<file path="config.mk">
export PLATFORM = sky130hd
export DESIGN_NAME = serial_word_tx
export DESIGN_NICKNAME = d
export VERILOG_FILES = /design/src/rtl/serial_word_tx_pkg.sv /design/src/rtl/serial_word_tx_mod3_residue_tracker.sv /design/src/rtl/serial_word_tx.sv
export SDC_FILE = /design/constraint.sdc
export NUM_CORES = 1
export LEC_CHECK = 0
export ABC_AREA = 1
export BUFFER_PORTS_ARGS = -buffer_cell sky130_fd_sc_hd__buf_2
export CAP_MARGIN = 20
export CORE_MARGIN = 10
export CORE_UTILIZATION = 45
export CTS_BUF_LIST = sky130_fd_sc_hd__clkbuf_2 sky130_fd_sc_hd__clkbuf_4 sky130_fd_sc_hd__clkbuf_8
export DETAILED_ROUTE_END_ITERATION = 7
export GPL_TIMING_DRIVEN = 0
export PLACE_DENSITY = 0.74
export SLEW_MARGIN = 15
export SYNTH_ARGS = -nofsm -noshare
export SYNTH_HDL_FRONTEND = slang
export SYNTH_SLANG_ARGS = --single-unit
</file>
<file path="constraint.sdc">
create_clock -name clk -period 1.4 [get_ports clk]
set_input_delay 0.14 -clock clk [delete_from_list [all_inputs] [get_ports clk]]
set_output_delay 0.14 -clock clk [all_outputs]
set_load 0.005 [all_outputs]
</file>
<file path="src/rtl/serial_word_tx_pkg.sv">
// Shared types and mod-3 arithmetic for the serial word transmitter and its detector models.
package serial_word_tx_pkg;

    localparam int DEFAULT_WIDTH = 8;

    typedef enum logic [1:0] {
        IDLE  = 2'd0,
        CLEAR = 2'd1,
        SHIFT = 2'd2
    } tx_state_t;

    // Remainder of (2*rem + b) mod 3; an out-of-range remainder collapses to 0.
    function automatic logic [1:0] mod3_next(input logic [1:0] rem, input logic b);
        logic [1:0] r;
        r = 2'd0;
        case (rem)
            2'd0:    r = b ? 2'd1 : 2'd0;
            2'd1:    r = b ? 2'd0 : 2'd2;
            2'd2:    r = b ? 2'd2 : 2'd1;
            default: r = 2'd0;
        endcase
        return r;
    endfunction

endpackage

</file>
<file path="src/rtl/serial_word_tx_mod3_residue_tracker.sv">
// Running remainder mod 3 of a bit stream sent MSB first; synchronous clear wins over enable.
module mod3_residue_tracker
    import serial_word_tx_pkg::*;
(
    input  logic       clk,
    input  logic       rst,
    input  logic       clr,
    input  logic       en,
    input  logic       bit_in,
    output logic [1:0] residue,
    output logic [1:0] residue_nxt
);

    assign residue_nxt = mod3_next(residue, bit_in);

    always_ff @(posedge clk or negedge rst) begin
        if (!rst) begin
            residue <= 2'd0;
        end else if (clr) begin
            residue <= 2'd0;
        end else if (en) begin
            residue <= residue_nxt;
        end
    end

endmodule

</file>
<file path="src/rtl/serial_word_tx.sv">
// Bit-serial word transmitter: accept, one clear cycle, then WIDTH bits MSB first with a mod-3 flag.
// Handshake only in IDLE; words offered during CLEAR/SHIFT are dropped, never queued.
module serial_word_tx
    import serial_word_tx_pkg::*;
#(
    parameter int WIDTH = DEFAULT_WIDTH
) (
    input  logic             clk,
    input  logic             rst,
    input  logic             in_valid,
    input  logic [WIDTH-1:0] in_data,
    output logic             in_ready,
    output logic             frame_clr,
    output logic             out_bit,
    output logic             out_valid,
    output logic             out_first,
    output logic             out_last,
    output logic [1:0]       residue,
    output logic             word_done,
    output logic             div3
);

    localparam int CW = $clog2(WIDTH);

    tx_state_t        state;
    logic [WIDTH-1:0] sreg;
    logic [CW-1:0]    cnt;
    logic             run;
    logic             accept;
    logic [1:0]       res_nxt;

    // Keeps in_ready low while reset is asserted even though state already reads IDLE.
    always_ff @(posedge clk or negedge rst) begin
        if (!rst) begin
            run <= 1'b0;
        end else begin
            run <= 1'b1;
        end
    end

    assign in_ready = run && (state == IDLE);
    assign accept   = in_ready && in_valid;

    always_ff @(posedge clk or negedge rst) begin
        if (!rst) begin
            state     <= IDLE;
            sreg      <= '0;
            cnt       <= '0;
            frame_clr <= 1'b0;
            out_bit   <= 1'b0;
            out_valid <= 1'b0;
            out_first <= 1'b0;
            out_last  <= 1'b0;
            word_done <= 1'b0;
            div3      <= 1'b0;
        end else begin
            frame_clr <= 1'b0;
            out_bit   <= 1'b0;
            out_valid <= 1'b0;
            out_first <= 1'b0;
            out_last  <= 1'b0;
            word_done <= 1'b0;
            case (state)
                IDLE: begin
                    if (accept) begin
                        sreg      <= in_data;
                        state     <= CLEAR;
                        frame_clr <= 1'b1;
                    end
                end
                CLEAR: begin
                    state     <= SHIFT;
                    cnt       <= CW'(WIDTH - 1);
                    out_valid <= 1'b1;
                    out_first <= 1'b1;
                    out_bit   <= sreg[WIDTH-1];
                end
                SHIFT: begin
                    sreg <= {sreg[WIDTH-2:0], 1'b0};
                    cnt  <= cnt - CW'(1);
                    if (cnt == '0) begin
                        state     <= IDLE;
                        word_done <= 1'b1;
                        div3      <= (res_nxt == 2'd0);
                    end else begin
                        // Registered out_bit stays equal to the shift register MSB.
                        out_valid <= 1'b1;
                        out_bit   <= sreg[WIDTH-2];
                        out_last  <= (cnt == CW'(1));
                    end
                end
                default: state <= IDLE;
            endcase
        end
    end

    mod3_residue_tracker u_residue (
        .clk         (clk),
        .rst         (rst),
        .clr         (accept),
        .en          (state == SHIFT),
        .bit_in      (out_bit),
        .residue     (residue),
        .residue_nxt (res_nxt)
    );

endmodule

</file>
==> impl_metrics.csv, run 1 <==
group,metric,value,unit
outcome,status,"complete, no violations",
run,maxCapViolations,0,
floorplanning,die_height,71.0,microns
floorplanning,total_i_o_pin_count,21,
floorplanning,initial_cell_density_of_the_core,0.473,
cells_and_area,multi_input_gate_area_in_the_final_layout,503,sq um
synth,post_synth_fa_ha_maj_area_fraction,0.0855,
timing,worst_slew_pin_tran,0.518,ns
placement,post_dp_cell_area,1310,sq um
placement,numPlacedInstances,180,
pwr,clkPwrFrac,0.119,
placement,place.detailed.hpwl,1800,microns
setup_path,reg2regPathDepth,8,
routing,drt_iter0_markers,51,
setup_path,data_required_time_at_the_worst_endpoint,1.64,ns
setup_path,crit_end,"sreg[5]$_DFFE_PN0P_",
min_path,worst_hold_path_type,"input pin to flop",
synth,yosys.area.top_type,"sky130_fd_sc_hd__dfrtp_1",
timing,report.final.setup_viol,0,
cts,cts.root.buffer_cell,"sky130_fd_sc_hd__clkbuf_4",
synth,synthesized_area_divided_by_synthesized_cell_count,9.01,sq um
cts,clock_latency,0.30,ns
synth,synth-seq-cells,23,
setup_path,crit_start,"state[0]$_DFFE_PN0P_",
timing,final_worst_path_period_need,1.39,ns
global_routing,grt.overflow.total,0,
pwr,power.ir.vdd_worst,0.00119,V
routing,first_pass_iters,4,
synth,synthTopCellsByArea,"sky130_fd_sc_hd__dfrtp_1 (49%), sky130_fd_sc_hd__nand2_1 (10%), sky130_fd_sc_hd__ha_1 (8.5%), sky130_fd_sc_hd__inv_1 (6.1%), sky130_fd_sc_hd__nand3_1 (4.3%)",
setup_path,timing.rr.start,"state[0]$_DFFE_PN0P_",
synth,post_synth_instance_area,1170,sq um
timing,max_slew_margin,0.655,
pwr,p_seq_frac,0.371,
synth,synth_seq_area_share,0.491,
cells_and_area,final-instance-count-excl-fill,189,
placement,globalplace.congestion,0.755,
setup_path,timing.critical_path.to_type,"flop",
timing,max_freq,0.720,GHz
synth,ys_warn_count,0,
pwr,p_switching,0.00111,W
pwr,p_int,0.00164,W
synth,post_synth_xor_area_fraction,0,
timing,final.period_utilization,0.992,
setup_path,slowest_stage,"sky130_fd_sc_hd__dfrtp_1",
cts,htree_levels,1,
setup_path,worstSetupStartpointType,"flop",
cells_and_area,postLayoutCellArea,1410,sq um
synth,synth_top_cell_area_share,0.491,
routing,remaining_drc_errors,0,
pwr,power_per_cell_area,1950,nW/um^2
routing,viasPerCell,4.97,
cts,cts_inserted_buffers,3,
floorplanning,floorplan.die_area,5040,sq um
cells_and_area,final_nets,179,
timing,finalHoldViolations,0,
setup_path,setup.worst_path.class,"flop to flop",
synth,synth_simple_gate_area_share,0.204,
setup_path,timing.critical_path.cells,"inv_2 > ha_2 > buf_6 > inv_4 > buf_6 > o21ai_1 > nand2_2 > o21ai_2",
setup_path,timing.critical_path.fanout_max,10,
global_routing,global_route_wire_length_before_repair,4220,microns
synth,synth.lib_cells_used.distinct,22,
cts,cts_sinks,23,
timing,grt_setup_unrepaired,"yes",
cells_and_area,final_layout_size_suffix_gt1_frac,0.308,
routing,detail_route.wl_per_cell,12.7,microns
floorplanning,floorplan.core_area,2480,sq um
synth,mux_contribution_to_synthesized_area,0,
cts,max-clock-path-buffers,2,
cts,clk_pin_slew_worst_paths,0.13,ns
global_routing,track_usage,0.0986,
setup_path,critical_path.reg2reg.endpoint,"sreg[5]$_DFFE_PN0P_",
pwr,power.leakage,0.756,nW
global_routing,initial_antenna_violation_count,0,
routing,ant_nets,0,
cells_and_area,register_area,576,sq um
routing,vias,939,
pwr,pwr-share-comb,0.510,
synth,synth_compound_area_frac,0.113,
setup_path,cp_slowest_stage_delay,0.42,ns
placement,port_buffers,20,
global_routing,largest_net_degree_at_the_start_of_global_routing,24,
timing,clock-skew-final,0.00104,ns
cells_and_area,fill_cells,220,
global_routing,first_global_vias,988,
pwr,power.share.switching,0.405,
floorplanning,rows,18,
cells_and_area,final_antenna_diode_count,0,
synth,synthesis.nets,149,
floorplanning,die_w,71.0,microns
setup_path,cp_data_arrival_time,1.63,ns
routing,routed_wl,2410,microns
cts,cts_tree,"built",
synth,synth_top_family_by_area,"simple AND/OR/NAND/NOR gates",
synth,synthesis.instances,130,
setup_path,crit_top_cell,"sky130_fd_sc_hd__buf_6",
setup_path,worst-r2r-setup-slack,0.01,ns
timing,timing_max_transition_violations_final,0,
cells_and_area,area_growth_syn_to_layout,20.6,%
routing by layer:
metal	up-vias	part of all wire	global-route usage
met5	-	0	0
met3	6	0.063	0.0349
met1	447	0.42	0.100
li1	464	-	-
met2	22	0.50	0.175
met4	0	0.020	0.0473
power groups by stage:
stage / Clock, W / Combinational (W) / Sequential (W)
3_5_place_dp: 0 / 0.00122 / 0.00104
5_1_grt: 0.000370 / 0.00158 / 0.00105
3_3_place_gp: 0 / 0.00115 / 0.00102
2_1_floorplan: 0 / 0.000914 / 0.00102
6_report: 0.000328 / 0.00140 / 0.00102
4_1_cts: 0.000339 / 0.00132 / 0.00102
registers in the layout (all words and copies together) (netlist names):
signal and count:
frame_clr 1, state 2, sreg 8, u_residue.residue 2
out_first 1, run 1, out_valid 1, div3 1
word_done 1, out_bit 1, out_last 1, cnt 3
per-stage QoR:
| stage | total power [W] | utilization | worst slack, ns | setup TNS (ns) | hold slack [ns] |
|---|---|---|---|---|---|
| after CTS | 0.00268 | 0.553 | 0.00718 | 0 | 0.0672 |
| after global placement | 0.00217 | 0.528 | 0.00125 | 0 | 0.137 |
| final | 0.00275 | 0.570 | 0.0116 | 0 | 0.0705 |
| after detailed placement | 0.00226 | 0.528 | -0.0360 | -0.281 | 0.145 |
| after global routing | 0.00300 | 0.570 | -0.0632 | -0.355 | 0.0599 |
| after floorplan | 0.00194 | - | 0.116 | 0 | -0.156 |
layout by cell type, fill, tap and decap left out, drive strengths merged, types with 3 or more instances in the layout:
master  count
nor2        4
inv        20
dfrtp      23
ha          8
nand3      11
a21oi       3
nand2      37
clkbuf      4
buf        27
o21ai      17
synthesized netlist by cell type:
cell	n
sky130_fd_sc_hd__nor2_4	1
sky130_fd_sc_hd__o21a_1	1
sky130_fd_sc_hd__buf_6	2
sky130_fd_sc_hd__o21ai_2	2
sky130_fd_sc_hd__nand2_4	1
sky130_fd_sc_hd__inv_4	1
sky130_fd_sc_hd__conb_1	1
sky130_fd_sc_hd__nand2_1	32
sky130_fd_sc_hd__a31oi_1	1
sky130_fd_sc_hd__o211ai_1	1
sky130_fd_sc_hd__a21oi_1	2
sky130_fd_sc_hd__nand3_2	1
sky130_fd_sc_hd__a21oi_2	1
sky130_fd_sc_hd__inv_1	19
sky130_fd_sc_hd__nor2_1	3
sky130_fd_sc_hd__o21ai_0	5
sky130_fd_sc_hd__ha_1	8
sky130_fd_sc_hd__nand3_1	10
sky130_fd_sc_hd__dfrtp_1	23
sky130_fd_sc_hd__nand2_2	4
sky130_fd_sc_hd__o21ai_1	10
sky130_fd_sc_hd__buf_12	1
worst max-delay path: cells and delay by family (launching register included):
family | cells | cell delay [ns]
buf+inv | 4 | 0.44
flops | 1 | 0.42
compound gates | 2 | 0.20
fa+ha+maj | 1 | 0.19
simple gates | 1 | 0.07
worst min-delay path by stage:
stage / startpoint / end / depth (start not counted)
after floorplan: rst / cnt[0]$_DFFE_PN0P_ / 0
after global placement: rst / run$_DFF_PN0_ / 1
after detailed placement: rst / u_residue.residue[1]$_DFFE_PN0P_ / 1
after CTS: in_data[0] / sreg[0]$_DFFE_PN0P_ / 3
after global routing: in_data[0] / sreg[0]$_DFFE_PN0P_ / 3
final: in_data[0] / sreg[0]$_DFFE_PN0P_ / 3
what timing repair did:
action | 4_1_cts | 5_1_grt
setup buffers | 1 | 3
resized for setup | 4 | 6
endpoints found under the hold margin | 23 | 0
hold buffers | 1 | 0
endpoints found under the setup margin | 13 | 14
cell families (layout without fill, tap and decap cells):
logic type	Yosys count	after routing
compound gates	23	23
fa+ha+maj	8	8
buf+inv	23	52
flops	23	23
other cells	1	1
simple gates	52	52
final cells by class:
type | instances | share of cell area
multi-input combinational | 84 | 0.356
buffer | 3 | 0.0301
clock buffer | 4 | 0.0213
sequential | 23 | 0.407
timing repair buffer | 25 | 0.104
inverter | 20 | 0.0549
tap | 30 | 0.0266
(Power assumes the default switching activity.)
==> run 2, diff against run 1 <==
ABC_AREA = 0   (was 1)
CELL_PAD_IN_SITES_DETAIL_PLACEMENT = 0   (was default)
CELL_PAD_IN_SITES_GLOBAL_PLACEMENT = 1   (was default)
PLACE_DENSITY = 0.87   (was 0.74)
==> impl_metrics.csv, run 2 <==
group,metric,value,unit
cts,clock_latency,0.30,ns
floorplanning,floorplan.core_area,2430,sq um
placement,place.detailed.hpwl,1580,microns
timing,final.period_utilization,1.09,
cells_and_area,layout.cells.most_common_list,"sky130_fd_sc_hd__dfrtp_1 (23), sky130_fd_sc_hd__buf_2 (19), sky130_fd_sc_hd__mux2_4 (10), sky130_fd_sc_hd__buf_4 (10)",
timing,hold_ws,0.0726,ns
cells_and_area,final_standard_cell_utilization_of_the_core,0.632,
outcome,status,"finished, violations left",
setup_path,setup.worst_path.class,"flop to flop",
placement,globalplace.congestion,0.694,
placement,port_buffers,20,
synth,synth-seq-cells,23,
synth,post_synth_xor_area_fraction,0.00771,
synth,synth_edf_count,0,
timing,clock-skew-final,0.00218,ns
cts,cts_sinks,23,
floorplanning,floorplan.die_area,4930,sq um
cts,max-clock-path-buffers,2,
routing,remaining_drc_errors,0,
routing,detail_route.wl_per_cell,15.5,microns
cells_and_area,final_layout_size_suffix_gt1_frac,0.562,
synth,synthesis.nets,110,
synth,post_synth_fa_ha_maj_area_fraction,0.0881,
synth,synthesis.instances,91,
cells_and_area,reg_top3,"sreg: 8 flops, cnt: 3 flops",
global_routing,use_met1,0.111,
synth,synth.lib_cells_used.distinct,27,
cells_and_area,most_common_cell_after_layout_fill_and_taps_aside,"sky130_fd_sc_hd__dfrtp_1",
pwr,total_power,0.00308,W
cells_and_area,largest_register_ff_count,8,
floorplanning,rows,18,
cts,htree_levels,1,
synth,ys_warn_count,0,
synth,yosys.area.top_type,"sky130_fd_sc_hd__dfrtp_1",
synth,synth_top_cell_area_share,0.507,
timing,report.final.setup_viol,12,
setup_path,data_required_time_at_the_worst_endpoint,1.60,ns
synth,mux_contribution_to_synthesized_area,0.165,
cells_and_area,fill_cells,181,
synth,synthArstFlopShare,1.00,
cells_and_area,postLayoutCellArea,1540,sq um
routing,viasPerCell,5.05,
synth,post-synth-top-count-cell,"sky130_fd_sc_hd__dfrtp_1",
setup_path,crit_top_cell,"sky130_fd_sc_hd__buf_6",
routing,ant_nets,0,
global_routing,track_usage,0.0982,
routing,vias,808,
timing,grt_setup_unrepaired,"yes",
setup_path,cp_top_family,"flip-flops",
timing,finalHoldViolations,0,
setup_path,cp_data_arrival_time,1.73,ns
routing,first_pass_iters,4,
floorplanning,total_i_o_pin_count,21,
timing,final_worst_path_period_need,1.53,ns
global_routing,largest_net_degree_at_the_start_of_global_routing,24,
synth,post_synth_instance_area,1140,sq um
synth,synthTopCellsByArea,"sky130_fd_sc_hd__dfrtp_1 (51%), sky130_fd_sc_hd__mux2_2 (14%), sky130_fd_sc_hd__ha_1 (8.8%), sky130_fd_sc_hd__mux2_4 (2.6%), sky130_fd_sc_hd__buf_6 (2.0%)",
global_routing,global_route.usage.met2,0.168,
global_routing,initial_antenna_violation_count,0,
synth,synthesized_area_divided_by_synthesized_cell_count,12.5,sq um
timing,timing_max_transition_violations_final,0,
setup_path,timing.critical_path.to_type,"flop",
placement,place_ws,-0.253,ns
setup_path,timing.critical_path.cells,"inv_2 > buf_6 > ha_4 > nand3_4 > o21ai_4 > buf_6 > mux2_4",
synth,synth_seq_area_share,0.507,
cts,cts_inserted_buffers,3,
global_routing,global_route_wire_length_before_repair,4100,microns
run,maxCapViolations,0,
global_routing,gr-max-usage-layer,"met2",
setup_path,cp_slowest_stage_delay,0.41,ns
routing,routed_wl,2480,microns
cts,cts_tree,"built",
pwr,power.ir.vdd_worst,0.00141,V
synth,synthFlopType,"sky130_fd_sc_hd__dfrtp_1",
floorplanning,initial_cell_density_of_the_core,0.467,
timing,final.setup.worst_slack,-0.129,ns
floorplanning,die_w,70.2,microns
synth,synth_simple_gate_area_share,0.105,
pwr,power.leakage,0.750,nW
cells_and_area,final_nets,150,
cells_and_area,final_antenna_diode_count,0,
synth,synth_compound_area_frac,0.0848,
timing,max_freq,0.654,GHz
synth,synth_top_family_by_area,"multiplexers",
timing,worst_slew_pin_tran,0.507,ns
global_routing,grt.overflow.total,0,
routing,drt_iter0_markers,78,
cells_and_area,registers.top_by_ff_count,"sreg",
timing,max_slew_margin,0.662,
global_routing,first_global_vias,870,
floorplanning,die_height,70.2,microns
cts,cts.root.buffer_cell,"sky130_fd_sc_hd__clkbuf_4",
setup_path,timing.critical_path.fanout_max,5,
global_routing,gr-usage-met3,0.0325,
pwr,power_per_cell_area,2000,nW/um^2
synth,yosys-top-cells-count,"sky130_fd_sc_hd__dfrtp_1 (23), sky130_fd_sc_hd__mux2_2 (14), sky130_fd_sc_hd__ha_1 (8)",
cts,clk_pin_slew_worst_paths,0.12,ns
min_path,worst_hold_path_type,"input pin to flop",
placement,post_dp_cell_area,1290,sq um
setup_path,worstSetupStartpointType,"flop",
setup_path,slowest_stage,"sky130_fd_sc_hd__dfrtp_1",
outcome,violations,"negative setup slack",
cells_and_area,area_growth_syn_to_layout,35.4,%
setup_path,buffer_and_inverter_count_on_the_worst_path,3,
-- run 2: layout make-up --
type,instances,area [sq um],area share
plain buffers,1,15.0,0.00976
flip-flops and latches,23,576,0.374
repair buffers,36,248,0.161
clock buffers,3,22.5,0.0146
clock inverters,1,5.00,0.00325
multi-input cells,60,607,0.395
inverters,6,27.5,0.0179
well taps,30,37.5,0.0244
-- run 2: tightest hold or removal path, cell delays in order --
cell	delay, ns
sky130_fd_sc_hd__buf_2	0.10
sky130_fd_sc_hd__nand2_1	0.06
sky130_fd_sc_hd__o21ai_1	0.05
-- run 2: cells by family (layout without fill, tap and decap cells) --
kind of cell	count (synthesis)	after routing
flip-flops	23	23
AND/OR/NAND/NOR	20	20
multiplexers	16	16
AO/OA/AOI/OAI	14	14
adder cells (fa/ha/maj)	8	8
buffers and inverters	8	47
other	1	1
XOR/XNOR	1	1
-- run 2: routing by layer --
metal	vias to the layer above	wire, microns	share of wire
met5	-	0	0
met4	0	53	0.021
met3	6	132	0.053
met2	18	1300	0.52
met1	395	996	0.40
li1	389	-	-
-- run 2: stage by stage --
stage	cells	setup TNS [ns]
2_1_floorplan	91	-0.877
3_3_place_gp	141	-1.72
3_5_place_dp	141	-2.02
4_1_cts	155	-1.10
5_1_grt	160	-1.97
6_report	160	-1.21
-- run 2: power breakdown --
part	internal (W)	switching (W)	leakage, nW	total [W]
logic	0.00101	0.000706	0.451	0.00172
clock network	0.000107	0.000192	0.0177	0.000299
registers	0.000891	0.000170	0.281	0.00106
-- run 2: final timing paths --
check	slack [ns]	cells past startpoint	from	endpoint
setup / recovery	-0.13	7	state[0]$_DFFE_PN0P_	sreg[4]$_DFFE_PN0P_
hold / removal	0.07	3	in_data[0]	sreg[0]$_DFFE_PN0P_
setup reg to reg	-0.13	7	state[0]$_DFFE_PN0P_	sreg[4]$_DFFE_PN0P_
hold reg to reg	0.53	1	sreg[3]$_DFFE_PN0P_	sreg[3]$_DFFE_PN0P_
max in group asynchronous	0.74	2	rst	cnt[0]$_DFFE_PN0P_
min in group asynchronous	0.32	2	rst	word_done$_DFF_PN0_
-- run 2: what timing repair did --
action	CTS	global route
pin swaps	3	3
setup buffers	10	5
hold endpoints to repair	23	0
endpoints found under the setup margin	11	14
hold buffers	1	0
gates resized for setup	20	9
